**src/rtl/logic_unit_seq_pkg.sv**
```systemverilog
// logic_unit_seq_pkg: opcodes, FSM states and sizing helper shared by the logic unit
package logic_unit_seq_pkg;
  localparam logic [2:0] OP_AND  = 3'b000;
  localparam logic [2:0] OP_OR   = 3'b001;
  localparam logic [2:0] OP_NOR  = 3'b010;
  localparam logic [2:0] OP_INV  = 3'b011;
  localparam logic [2:0] OP_XOR  = 3'b100;
  localparam logic [2:0] OP_NAND = 3'b101;
  localparam logic [2:0] OP_PASS = 3'b110;
  typedef enum logic [1:0] {ST_IDLE = 2'd0, ST_RUN = 2'd1, ST_HOLD = 2'd2} state_t;
  function automatic int clog2_min1(input int n);
    int r;
    r = 0;
    while ((1 << r) < n) r++;
    return (r < 1) ? 1 : r;
  endfunction
endpackage

```
**src/rtl/logic_unit_seq_slice_op.sv**
```systemverilog
// logic_slice_op: combinational SLICE-bit logic op built from per-bit gate primitives
module logic_slice_op
  import logic_unit_seq_pkg::*;
#(
  parameter int SLICE = 8
) (
  input  logic [2:0]       OP,
  input  logic [SLICE-1:0] A,
  input  logic [SLICE-1:0] B,
  output logic [SLICE-1:0] Y
);
  logic [SLICE-1:0] y_and, y_or, y_nor, y_inv, y_xor, y_nand;
  for (genvar i = 0; i < SLICE; i++) begin : g_bit
    and  u_and  (y_and[i],  A[i], B[i]);
    or   u_or   (y_or[i],   A[i], B[i]);
    nor  u_nor  (y_nor[i],  A[i], B[i]);
    not  u_inv  (y_inv[i],  A[i]);
    xor  u_xor  (y_xor[i],  A[i], B[i]);
    nand u_nand (y_nand[i], A[i], B[i]);
  end
  // 110 and 111 both fall through to PASS
  always_comb begin
    Y = OP == OP_AND  ? y_and  :
        OP == OP_OR   ? y_or   :
        OP == OP_NOR  ? y_nor  :
        OP == OP_INV  ? y_inv  :
        OP == OP_XOR  ? y_xor  :
        OP == OP_NAND ? y_nand : A;
  end
endmodule

```
**src/rtl/logic_unit_seq.sv**
```systemverilog
// logic_unit_seq: multi-cycle bitwise logic unit, SLICE bits per cycle, valid/ready on both sides.
// Define LOGIC_UNIT_SEQ_ZERO_FLAG_EN to add the registered ZERO result flag.
module logic_unit_seq
  import logic_unit_seq_pkg::*;
#(
  parameter int WIDTH = 32,
  parameter int SLICE = 8
) (
  input  logic             CLK,
  input  logic             RST,
  input  logic             IN_VALID,
  output logic             IN_READY,
  input  logic [2:0]       OP,
  input  logic [WIDTH-1:0] A,
  input  logic [WIDTH-1:0] B,
  output logic             OUT_VALID,
  input  logic             OUT_READY,
  output logic [WIDTH-1:0] Y
`ifdef LOGIC_UNIT_SEQ_ZERO_FLAG_EN
  ,
  output logic             ZERO
`endif
);
  localparam int N  = (SLICE < 1) ? 1 : WIDTH / SLICE;
  localparam int CW = clog2_min1(N);
  if (SLICE < 1) begin : g_bad_slice
    $error("logic_unit_seq: SLICE must be at least 1");
  end else if (WIDTH % SLICE != 0) begin : g_bad_width
    $error("logic_unit_seq: WIDTH must be a multiple of SLICE");
  end
  state_t           state_q, state_d;
  logic [CW-1:0]    cnt_q, cnt_d;
  logic [WIDTH-1:0] a_q, a_d, b_q, b_d, y_q, y_d;
  logic [2:0]       op_q, op_d;
  logic [SLICE-1:0] a_sl, b_sl, y_sl;
  logic             last;
  logic_slice_op #(.SLICE(SLICE)) u_slice (.OP(op_q), .A(a_sl), .B(b_sl), .Y(y_sl));
  always_comb begin
    a_sl = '0;
    b_sl = '0;
    for (int k = 0; k < N; k++) begin
      if (cnt_q == CW'(k)) begin
        a_sl = a_q[k*SLICE +: SLICE];
        b_sl = b_q[k*SLICE +: SLICE];
      end
    end
    last    = cnt_q == CW'(N - 1);
    state_d = state_q;
    cnt_d   = cnt_q;
    a_d     = a_q;
    b_d     = b_q;
    op_d    = op_q;
    y_d     = y_q;
    if (state_q == ST_IDLE && IN_VALID) begin
      a_d     = A;
      b_d     = B;
      op_d    = OP;
      cnt_d   = '0;
      state_d = ST_RUN;
    end
    if (state_q == ST_RUN) begin
      for (int k = 0; k < N; k++) begin
        if (cnt_q == CW'(k)) y_d[k*SLICE +: SLICE] = y_sl;
      end
      cnt_d   = last ? '0 : cnt_q + 1'b1;
      state_d = last ? ST_HOLD : ST_RUN;
    end
    if (state_q == ST_HOLD && OUT_READY) state_d = ST_IDLE;
  end
  always_ff @(posedge CLK or negedge RST) begin
    if (!RST) begin
      state_q <= ST_IDLE;
      cnt_q   <= '0;
      a_q     <= '0;
      b_q     <= '0;
      op_q    <= '0;
      y_q     <= '0;
    end else begin
      state_q <= state_d;
      cnt_q   <= cnt_d;
      a_q     <= a_d;
      b_q     <= b_d;
      op_q    <= op_d;
      y_q     <= y_d;
    end
  end
  assign IN_READY  = state_q == ST_IDLE;
  assign OUT_VALID = state_q == ST_HOLD;
  assign Y         = y_q;
`ifdef LOGIC_UNIT_SEQ_ZERO_FLAG_EN
  logic zero_q, zero_d;
  // sampled from the completed result on the RUN->HOLD edge
  assign zero_d = (state_q == ST_RUN && last) ? (y_d == '0) : zero_q;
  always_ff @(posedge CLK or negedge RST) begin
    if (!RST) zero_q <= 1'b0;
    else      zero_q <= zero_d;
  end
  assign ZERO = zero_q;
`endif
endmodule

```
**config.mk**
```make
export PLATFORM = sky130hd
export DESIGN_NAME = logic_unit_seq
export DESIGN_NICKNAME = d
export VERILOG_FILES = /design/src/rtl/logic_unit_seq_pkg.sv /design/src/rtl/logic_unit_seq_slice_op.sv /design/src/rtl/logic_unit_seq.sv
export SDC_FILE = /design/constraint.sdc
export NUM_CORES = 1
export LEC_CHECK = 0
export BUFFER_PORTS_ARGS = -buffer_cell sky130_fd_sc_hd__buf_4
export CAP_MARGIN = 0
export CORE_UTILIZATION = 47
export CTS_BUF_LIST = sky130_fd_sc_hd__clkbuf_4 sky130_fd_sc_hd__clkbuf_8 sky130_fd_sc_hd__clkbuf_16
export DETAILED_ROUTE_END_ITERATION = 7
export GPL_ROUTABILITY_DRIVEN = 0
export PLACE_DENSITY = 0.71
export SLEW_MARGIN = 20
export SYNTH_ARGS = -nofsm -noshare
export SYNTH_HDL_FRONTEND = slang
export SYNTH_HIERARCHICAL = 1
export SYNTH_SLANG_ARGS = --single-unit
```
**constraint.sdc**
```tcl
create_clock -name CLK -period 3.7 [get_ports CLK]
set_input_delay 0.37 -clock CLK [delete_from_list [all_inputs] [get_ports CLK]]
set_output_delay 0.37 -clock CLK [all_outputs]
set_load 0.02 [all_outputs]
```
==> flow_metrics.env, run 1 <==
export IMPL_synth_adder_area_share_pct=4.86
export IMPL_grt_ovfl_total=0
export IMPL_postCtsSetupBuffers=0
export IMPL_worst_ep_required_time_ps=3960
export IMPL_drive_above_1_share_pct=47.3
export IMPL_grt_pass1_wl_mm=17.6
export IMPL_run_status="complete, no violations"
export IMPL_maxUsedRoutingLayer="met4"
export IMPL_area_delta_synth_final_pct=19.4
export IMPL_vias=3484
export IMPL_pin_count=105
export IMPL_rsz0062_at_grt="no"
export IMPL_wl_met2_mm=4.68
export IMPL_startpoint_type="flip-flop"
export IMPL_crit_path_end_kind="flip-flop"
export IMPL_nFillCells=911
export IMPL_synthArstFlopShare_pct=100
export IMPL_synth_top_family_by_area="multiplexers"
export IMPL_arrival_ps=3470
export IMPL_min_period_ps=3210
export IMPL_synthMuxAreaShare_pct=24.8
export IMPL_syn_avg_cell_area_sq_um=12.6
export IMPL_multiInputGateArea_sq_um=2310
export IMPL_place_area_sq_um=5960
export IMPL_synth_ff_type="dfrtp_1"
export IMPL_synth_xor_area_share_pct=0
export IMPL_fmax_mhz=311
export IMPL_slew_headroom_pct=35.7
export IMPL_numCtsBuffers=9
export IMPL_critical_path_peak_fanout=16
export IMPL_yosys_warnings=6
export IMPL_dp_cells=632
export IMPL_synthCells=410
export IMPL_crit_path_cell_trace="ha_1 > inv_1 > o22ai_1 > a31oi_1 > inv_1 > ha_1 > or2_2 > a21oi_1 > o21ai_1 > mux2_2"
export IMPL_ant_nets=0
export IMPL_ys_top_cells_by_area="dfrtp_1 50%, mux2_2 23%, ha_1 4.9%, a31oi_1 2.5%, o22ai_1 2.4%"
export IMPL_avgViaCountPerCell=5.38
export IMPL_cap_violations=0
export IMPL_hold_buffers=1
export IMPL_hold_class="in -> reg"
export IMPL_chipWidth_um=107
export IMPL_drt_iter0_drc=109
export IMPL_grt_pass1_vias=3541
export IMPL_synth_top_area_share_pct=50.0
export IMPL_p_leak_nw=2.80
export IMPL_tritoncts="built"
export IMPL_chipHeight_um=107
export IMPL_core_sq_um=10500
export IMPL_final_max_slew_viol_count=0
export IMPL_crit_path_top_delay_cell="dfrtp_1"
export IMPL_wl_per_cell_um=16.2
export IMPL_ys_ff_latch=103
export IMPL_syn_area_sq_um=5150
export IMPL_finalNetCount=599
export IMPL_hold_violations=0
export IMPL_yosys_area_share_simple_pct=6.75
export IMPL_hpwl_mm=7.81
export IMPL_cts_resized=0
export IMPL_clock_root_buffer="clkbuf_8"
export IMPL_worstMarginPinSlew_ps=964
export IMPL_r2r_setup_slack_ps=490
export IMPL_cpPeakStageDelay_ps=450
export IMPL_finalCritPeriodShare_pct=86.8
export IMPL_finalSetupViolCount=0
export IMPL_route_detailed_drc=0
export IMPL_insertion_delay_ps=370
export IMPL_layoutNonFillerInstCount=648
export IMPL_fp_row_count=37
export IMPL_antennaDiodeCount=0
export IMPL_firstDrtPassIters=4
export IMPL_p_total_mw=5.82
export IMPL_ir_worst_vdd_uv=436
export IMPL_power_density_nw_per_um2=946
export IMPL_wl_mm=10.5
export IMPL_synthTopCellsByCount="105 x mux2_2, 103 x dfrtp_1, 28 x nand2_1"
export IMPL_fin_worst_skew_ps=14.0
export IMPL_start_util_pct=49.2
export IMPL_synth_edf_count=0
export IMPL_grt_max_degree=68
export IMPL_route_met3_wl_um=453
export IMPL_clock_tree_buffer_depth=2
export IMPL_tns_ps=0
export IMPL_syn_nets=501
export IMPL_cts_sinks=103
export IMPL_regArea_sq_um=2580
export IMPL_dieArea_sq_um=11400
export IMPL_final_util_pct=58.8
export IMPL_antenna_found_initial=0
export IMPL_drt_met1_wl_mm=5.25
export IMPL_portBuffers=104
export IMPL_ys_types=33
export IMPL_synthMostInstantiatedCell="mux2_2"
export IMPL_fin_hold_ws_ps=166
export IMPL_yosysSeqAreaShare_pct=50.0
export IMPL_critPathKind="reg -> reg"
export IMPL_fin_ws_ps=487
export IMPL_synth_compound_area_share_pct=8.45
export IMPL_synth_area_leader_cell="dfrtp_1"
export IMPL_cts_max_level=3
export IMPL_post_place_ws_ps=497
export IMPL_clk_pin_slew_worst_paths_ps=100
export IMPL_final_area_sq_um=6150
export IMPL_track_usage_pct=19.8
[metal layers]
metal	up-vias	track usage, %
met1	1721	28.8
li1	1664	-
met3	11	3.10
met4	0	6.46
met2	88	30.3
met5	-	0
[worst paths after layout]
path                           start    endpoint  cells after the start
max                         cnt_q[0]        Y[1]                     10
min                        OUT_READY  state_q[1]                      2
min in group asynchronous        RST       Y[31]                      2
min reg2reg                    Y[12]       Y[12]                      1
max in group asynchronous        RST        Y[8]                      3
max reg2reg                 cnt_q[0]        Y[1]                     10
[state kept, by name, summed over array words and instances, names as in the netlist]
| register | flops |
|---|---|
| Y | 32 |
| a_q | 32 |
| b_q | 32 |
| op_q | 3 |
| cnt_q | 2 |
| state_q | 2 |
[cell usage in the layout, fill, tap and decap left out, types with 3 or more instances in the layout]
cell type,n
ha_1,20
o21ai_0,6
inv_1,21
buf_4,110
nand2_1,28
mux2i_1,8
a31oi_1,21
o22ai_1,20
dfrtp_1,102
mux2_2,105
clkinv_4,3
nor2b_1,4
nand3b_1,16
o211ai_1,5
clkbuf_8,9
nand2_2,4
nor2_1,4
[power by group]
group	internal [mW]	total, mW	switching, mW	leakage, nW
Clock	0.254	0.651	0.397	0.0922
Sequential	1.68	2.12	0.436	1.24
Combinational	1.51	3.05	1.54	1.47
Total	3.45	5.82	2.37	2.80
[critical path: cells and delay by family (launching register included)]
| family | cells | cell delay (ps) |
|---|---|---|
| DFF | 1 | 450 |
| adders and majority gates | 2 | 620 |
| muxes | 1 | 290 |
| buffers and inverters | 2 | 550 |
| and+or+nand+nor | 1 | 270 |
| AOI/OAI and AO/OA | 4 | 920 |
[cells by family (layout without fill, tap and decap cells)]
group | Yosys count | count (layout)
AOI/OAI and AO/OA | 64 | 64
adders and majority gates | 20 | 20
buffers and inverters | 45 | 147
DFF | 103 | 103
muxes | 114 | 114
and+or+nand+nor | 64 | 64
[layout make-up]
cell class / count / area share [%]
sequential: 103 / 41.9
multi-input combinational: 262 / 37.6
timing repair buffer: 111 / 13.6
tap: 136 / 2.77
clock buffer: 9 / 2.01
inverter: 21 / 1.28
clock inverter: 6 / 0.895
Note: power is estimated with default switching activity, not from simulation.
==> run 2, diff against run 1 <==
--- a/config.mk
+++ b/config.mk
@@ -7,11 +7,11 @@
 export LEC_CHECK = 0
 export BUFFER_PORTS_ARGS = -buffer_cell sky130_fd_sc_hd__buf_4
 export CAP_MARGIN = 0
-export CORE_UTILIZATION = 47
+export CORE_UTILIZATION = 55
 export CTS_BUF_LIST = sky130_fd_sc_hd__clkbuf_4 sky130_fd_sc_hd__clkbuf_8 sky130_fd_sc_hd__clkbuf_16
 export DETAILED_ROUTE_END_ITERATION = 7
 export GPL_ROUTABILITY_DRIVEN = 0
-export PLACE_DENSITY = 0.71
+export PLACE_DENSITY = 0.81
 export SLEW_MARGIN = 20
 export SYNTH_ARGS = -nofsm -noshare
 export SYNTH_HDL_FRONTEND = slang
==> constraint.sdc (replaced) <==
create_clock -name CLK -period 3.7 [get_ports CLK]
set_input_delay 0 -clock CLK [delete_from_list [all_inputs] [get_ports CLK]]
set_output_delay 0 -clock CLK [all_outputs]
set_load 0.02 [all_outputs]
==> flow_metrics.env, run 2 (synthesis results as in run 1) <==
export IMPL_wl_per_cell_um=19.2
export IMPL_grt_ovfl_total=0
export IMPL_run_status="complete, no violations"
export IMPL_critical_path_peak_fanout=13
export IMPL_p_total_mw=6.06
export IMPL_arrival_ps=3650
export IMPL_worst_ep_required_time_ps=3960
export IMPL_drt_iter0_drc=135
export IMPL_crit_path_end_kind="flip-flop"
export IMPL_chipHeight_um=98.8
export IMPL_portBuffers=104
export IMPL_antennaDiodeCount=0
export IMPL_power_density_nw_per_um2=893
export IMPL_cts_resized=0
export IMPL_fmax_mhz=295
export IMPL_clk_pin_slew_worst_paths_ps=110
export IMPL_area_delta_synth_final_pct=31.7
export IMPL_worstMarginPinSlew_ps=1030
export IMPL_chipWidth_um=98.8
export IMPL_p_leak_nw=3.06
export IMPL_ant_nets=0
export IMPL_r2r_setup_slack_ps=310
export IMPL_fin_worst_skew_ps=14.0
export IMPL_antenna_found_initial=0
export IMPL_postCtsSetupBuffers=0
export IMPL_route_detailed_drc=0
export IMPL_finalCritPeriodShare_pct=91.5
export IMPL_tritoncts="built"
export IMPL_rsz0062_at_grt="no"
export IMPL_final_common_cell="buf_4"
export IMPL_nFillCells=555
export IMPL_clock_tree_buffer_depth=2
export IMPL_grt_pass1_vias=4107
export IMPL_ir_worst_vdd_uv=396
export IMPL_grt_pass1_wl_mm=20.8
export IMPL_dieArea_sq_um=9760
export IMPL_hold_violations=0
export IMPL_cap_violations=0
export IMPL_startpoint_type="flip-flop"
export IMPL_insertion_delay_ps=370
export IMPL_critPathKind="reg -> reg"
export IMPL_start_util_pct=58.0
export IMPL_hold_class="in -> reg"
export IMPL_hpwl_mm=8.13
export IMPL_finalNetCount=663
export IMPL_finalSetupViolCount=0
export IMPL_core_sq_um=8890
export IMPL_drive_above_1_share_pct=41.6
export IMPL_multiInputGateArea_sq_um=2310
export IMPL_slew_headroom_pct=31.2
export IMPL_clock_root_buffer="clkbuf_8"
export IMPL_regArea_sq_um=2580
export IMPL_numCtsBuffers=9
export IMPL_fp_row_count=34
export IMPL_final_max_slew_viol_count=0
export IMPL_hold_buffers=69
export IMPL_pin_count=105
export IMPL_final_cell_mix="106 x buf_4, 105 x mux2_2, 102 x dfrtp_1, 69 x dlygate4sd3_1, 28 x nand2_1"
export IMPL_firstDrtPassIters=4
export IMPL_grt_max_degree=75
export IMPL_wl_mm=13.1
export IMPL_cts_max_level=3
export IMPL_min_period_ps=3390
export IMPL_avgViaCountPerCell=5.69
export IMPL_vias=3898
export IMPL_track_usage_pct=27.8
export IMPL_tns_ps=0
export IMPL_cts_sinks=103
==> run 2: metrics by stage <==
| stage | hold WS (ps) | util [%] | setup slack [ps] | area, sq um | instances |
|---|---|---|---|---|---|
| after CTS | 33.7 | 76.3 | 240 | 6780 | 685 |
| after detailed placement | 195 | 66.3 | 318 | 5900 | 600 |
| final | 46.3 | 76.3 | 314 | 6790 | 685 |
| after global routing | 76.3 | 76.3 | 109 | 6790 | 685 |
| after floorplan | -296 | - | 973 | 5150 | 410 |
| after global placement | 193 | 66.3 | 510 | 5900 | 600 |
==> run 2: report_power, final <==
part           switching [mW]  internal [mW]  leakage [nW]
Combinational            1.69           1.56          1.73
Clock                   0.426          0.260        0.0907
Sequential              0.444           1.68          1.24
Total                    2.56           3.50          3.06
==> run 2: worst max-delay path, cell delays in order (launching register included) <==
cell	delay, ps
dfrtp_1	430
ha_1	330
nand2b_1	590
o22ai_1	230
a31oi_1	410
inv_1	90
ha_1	310
or2_2	280
a21oi_1	170
o21ai_1	150
mux2_2	290
==> run 2: final timing paths <==
kind / startpoint / endpoint / cells past startpoint
max reg2reg: cnt_q[0] / Y[1] / 10
min: IN_VALID / state_q[0] / 3
max in group asynchronous: RST / op_q[1] / 3
min in group asynchronous: RST / b_q[14] / 2
min reg2reg: Y[8] / Y[8] / 1
max: cnt_q[0] / Y[1] / 10
==> run 2: layout make-up <==
cell class	instances	area share, %
flip-flops and latches	103	38.0
multi-input cells	262	34.1
repair buffers	175	21.9
well taps	108	1.99
clock buffers	9	1.83
inverters	21	1.16
clock inverters	7	1.01
==> run 2: metal layers <==
| metal | part of all wire (%) | GRT usage, % | vias up |
|---|---|---|---|
| met5 | 0 | 0 | - |
| met1 | 40 | 34.2 | 1974 |
| met3 | 4.0 | 4.89 | 23 |
| met4 | 1.9 | 8.15 | 0 |
| li1 | - | - | 1784 |
| met2 | 54 | 50.2 | 117 |
==> run 3, diff against run 2 <==
--- a/config.mk
+++ b/config.mk
@@ -11,6 +11,7 @@
 export CTS_BUF_LIST = sky130_fd_sc_hd__clkbuf_4 sky130_fd_sc_hd__clkbuf_8 sky130_fd_sc_hd__clkbuf_16
 export DETAILED_ROUTE_END_ITERATION = 7
 export GPL_ROUTABILITY_DRIVEN = 0
+export MAX_ROUTING_LAYER = met4
 export PLACE_DENSITY = 0.81
 export SLEW_MARGIN = 20
 export SYNTH_ARGS = -nofsm -noshare
==> flow_metrics.env, run 3 (synthesis results as in run 1) <==
export IMPL_drt_iter0_drc=176
export IMPL_grt_pass1_vias=4110
export IMPL_grt_ovfl_total=0
export IMPL_antennaDiodeCount=0
export IMPL_cts_max_level=3
export IMPL_final_area_sq_um=6790
export IMPL_final_common_cell="buf_4"
export IMPL_core_sq_um=8890
export IMPL_multiInputGateArea_sq_um=2310
export IMPL_worstMarginPinSlew_ps=1030
export IMPL_rsz0062_at_grt="no"
export IMPL_nFillCells=555
export IMPL_route_detailed_drc=0
export IMPL_critPathKind="reg -> reg"
export IMPL_chipWidth_um=98.8
export IMPL_finalCritPeriodShare_pct=92.5
export IMPL_hold_violations=0
export IMPL_avgViaCountPerCell=5.67
export IMPL_run_status="complete, no violations"
export IMPL_wl_mm=13.1
export IMPL_critical_path_peak_fanout=13
export IMPL_firstDrtPassIters=5
export IMPL_dieArea_sq_um=9760
export IMPL_fmax_mhz=292
export IMPL_slew_headroom_pct=31.6
export IMPL_drive_above_1_share_pct=41.6
export IMPL_vias=3883
export IMPL_tritoncts="built"
export IMPL_hpwl_mm=8.13
export IMPL_route_met3_wl_um=480
export IMPL_drt_met1_wl_mm=5.25
export IMPL_arrival_ps=3680
export IMPL_fp_row_count=34
export IMPL_insertion_delay_ps=370
export IMPL_antenna_found_initial=0
export IMPL_start_util_pct=58.0
export IMPL_wl_per_cell_um=19.2
export IMPL_clk_pin_slew_worst_paths_ps=110
export IMPL_worst_ep_required_time_ps=3960
export IMPL_ir_worst_vdd_uv=397
export IMPL_final_max_slew_viol_count=0
export IMPL_min_period_ps=3420
export IMPL_maxUsedRoutingLayer="met4"
export IMPL_clock_tree_buffer_depth=2
export IMPL_p_leak_nw=3.06
export IMPL_area_delta_synth_final_pct=31.7
export IMPL_cap_violations=0
export IMPL_ant_nets=0
export IMPL_track_usage_pct=28.7
export IMPL_place_area_sq_um=5900
export IMPL_grt_max_degree=75
export IMPL_power_density_nw_per_um2=890
export IMPL_wl_met2_mm=7.17
export IMPL_regArea_sq_um=2580
export IMPL_pin_count=105
export IMPL_final_cell_mix="106 x buf_4, 105 x mux2_2, 102 x dfrtp_1, 69 x dlygate4sd3_1, 28 x nand2_1"
export IMPL_finalSetupViolCount=0
export IMPL_cts_sinks=103
export IMPL_grt_pass1_wl_mm=20.8
export IMPL_numCtsBuffers=9
export IMPL_finalNetCount=663
export IMPL_fin_worst_skew_ps=13.1
export IMPL_portBuffers=104
export IMPL_crit_path_end_kind="flip-flop"
export IMPL_tns_ps=0
export IMPL_chipHeight_um=98.8
export IMPL_startpoint_type="flip-flop"
export IMPL_clock_root_buffer="clkbuf_8"
export IMPL_postCtsSetupBuffers=0
export IMPL_hold_class="in -> reg"
## run 3: worst max-delay path, cell delays in order, from the launching register on
cell and delay (ps):
dfrtp_1 430, ha_1 330, nand2b_1 590, o22ai_1 200, a31oi_1 480, inv_1 100, ha_1 300, or2_2 270
a21oi_1 170, o21ai_1 150, mux2_2 290
## run 3: worst paths after layout
check | end | start | depth (start not counted) | slack [ps]
worst max-delay path | Y[0] | cnt_q[0] | 10 | 280
worst min-delay path | cnt_q[1] | IN_VALID | 3 | 40
worst max register to register | Y[0] | cnt_q[0] | 10 | 280
worst min register to register | Y[8] | Y[8] | 1 | 520
max in group asynchronous | op_q[1] | RST | 3 | 2430
min in group asynchronous | b_q[14] | RST | 2 | 300
## run 3: metal layers
layer,vias up,GRT usage [%]
met5,-,-
met4,0,8.15
met3,19,4.61
met2,109,50.2
met1,1968,34.4
li1,1787,-
## run 3: power breakdown
| group | switching, mW | internal, mW | leakage (nW) | total [mW] |
|---|---|---|---|---|
| combinational | 1.67 | 1.55 | 1.73 | 3.23 |
| sequential | 0.443 | 1.68 | 1.24 | 2.13 |
| clock | 0.428 | 0.260 | 0.0907 | 0.688 |
| total | 2.54 | 3.50 | 3.06 | 6.04 |
## run 3: cell type report
class | count | share of cell area [%]
tap | 108 | 1.99
clock inverter | 7 | 1.01
clock buffer | 9 | 1.83
timing repair buffer | 175 | 21.9
inverter | 21 | 1.16
sequential | 103 | 38.0
multi-input combinational | 262 | 34.1
## run 3: repair_timing
item / 4_1_cts / 5_1_grt
endpoints found under the hold margin: 141 / 0
gates resized for setup: 0 / 0
hold buffers: 69 / 0
## run 3: per-stage QoR
step	setup slack (ps)	hold slack (ps)	util [%]	cells	power (mW)
floorplan	973	-296	-	410	4.34
CTS	240	33.7	76.3	685	5.98
detailed placement	318	195	66.3	600	5.24
global placement	510	193	66.3	600	5.03
global route	110	76.4	76.3	685	6.44
finish	276	42.6	76.3	685	6.04
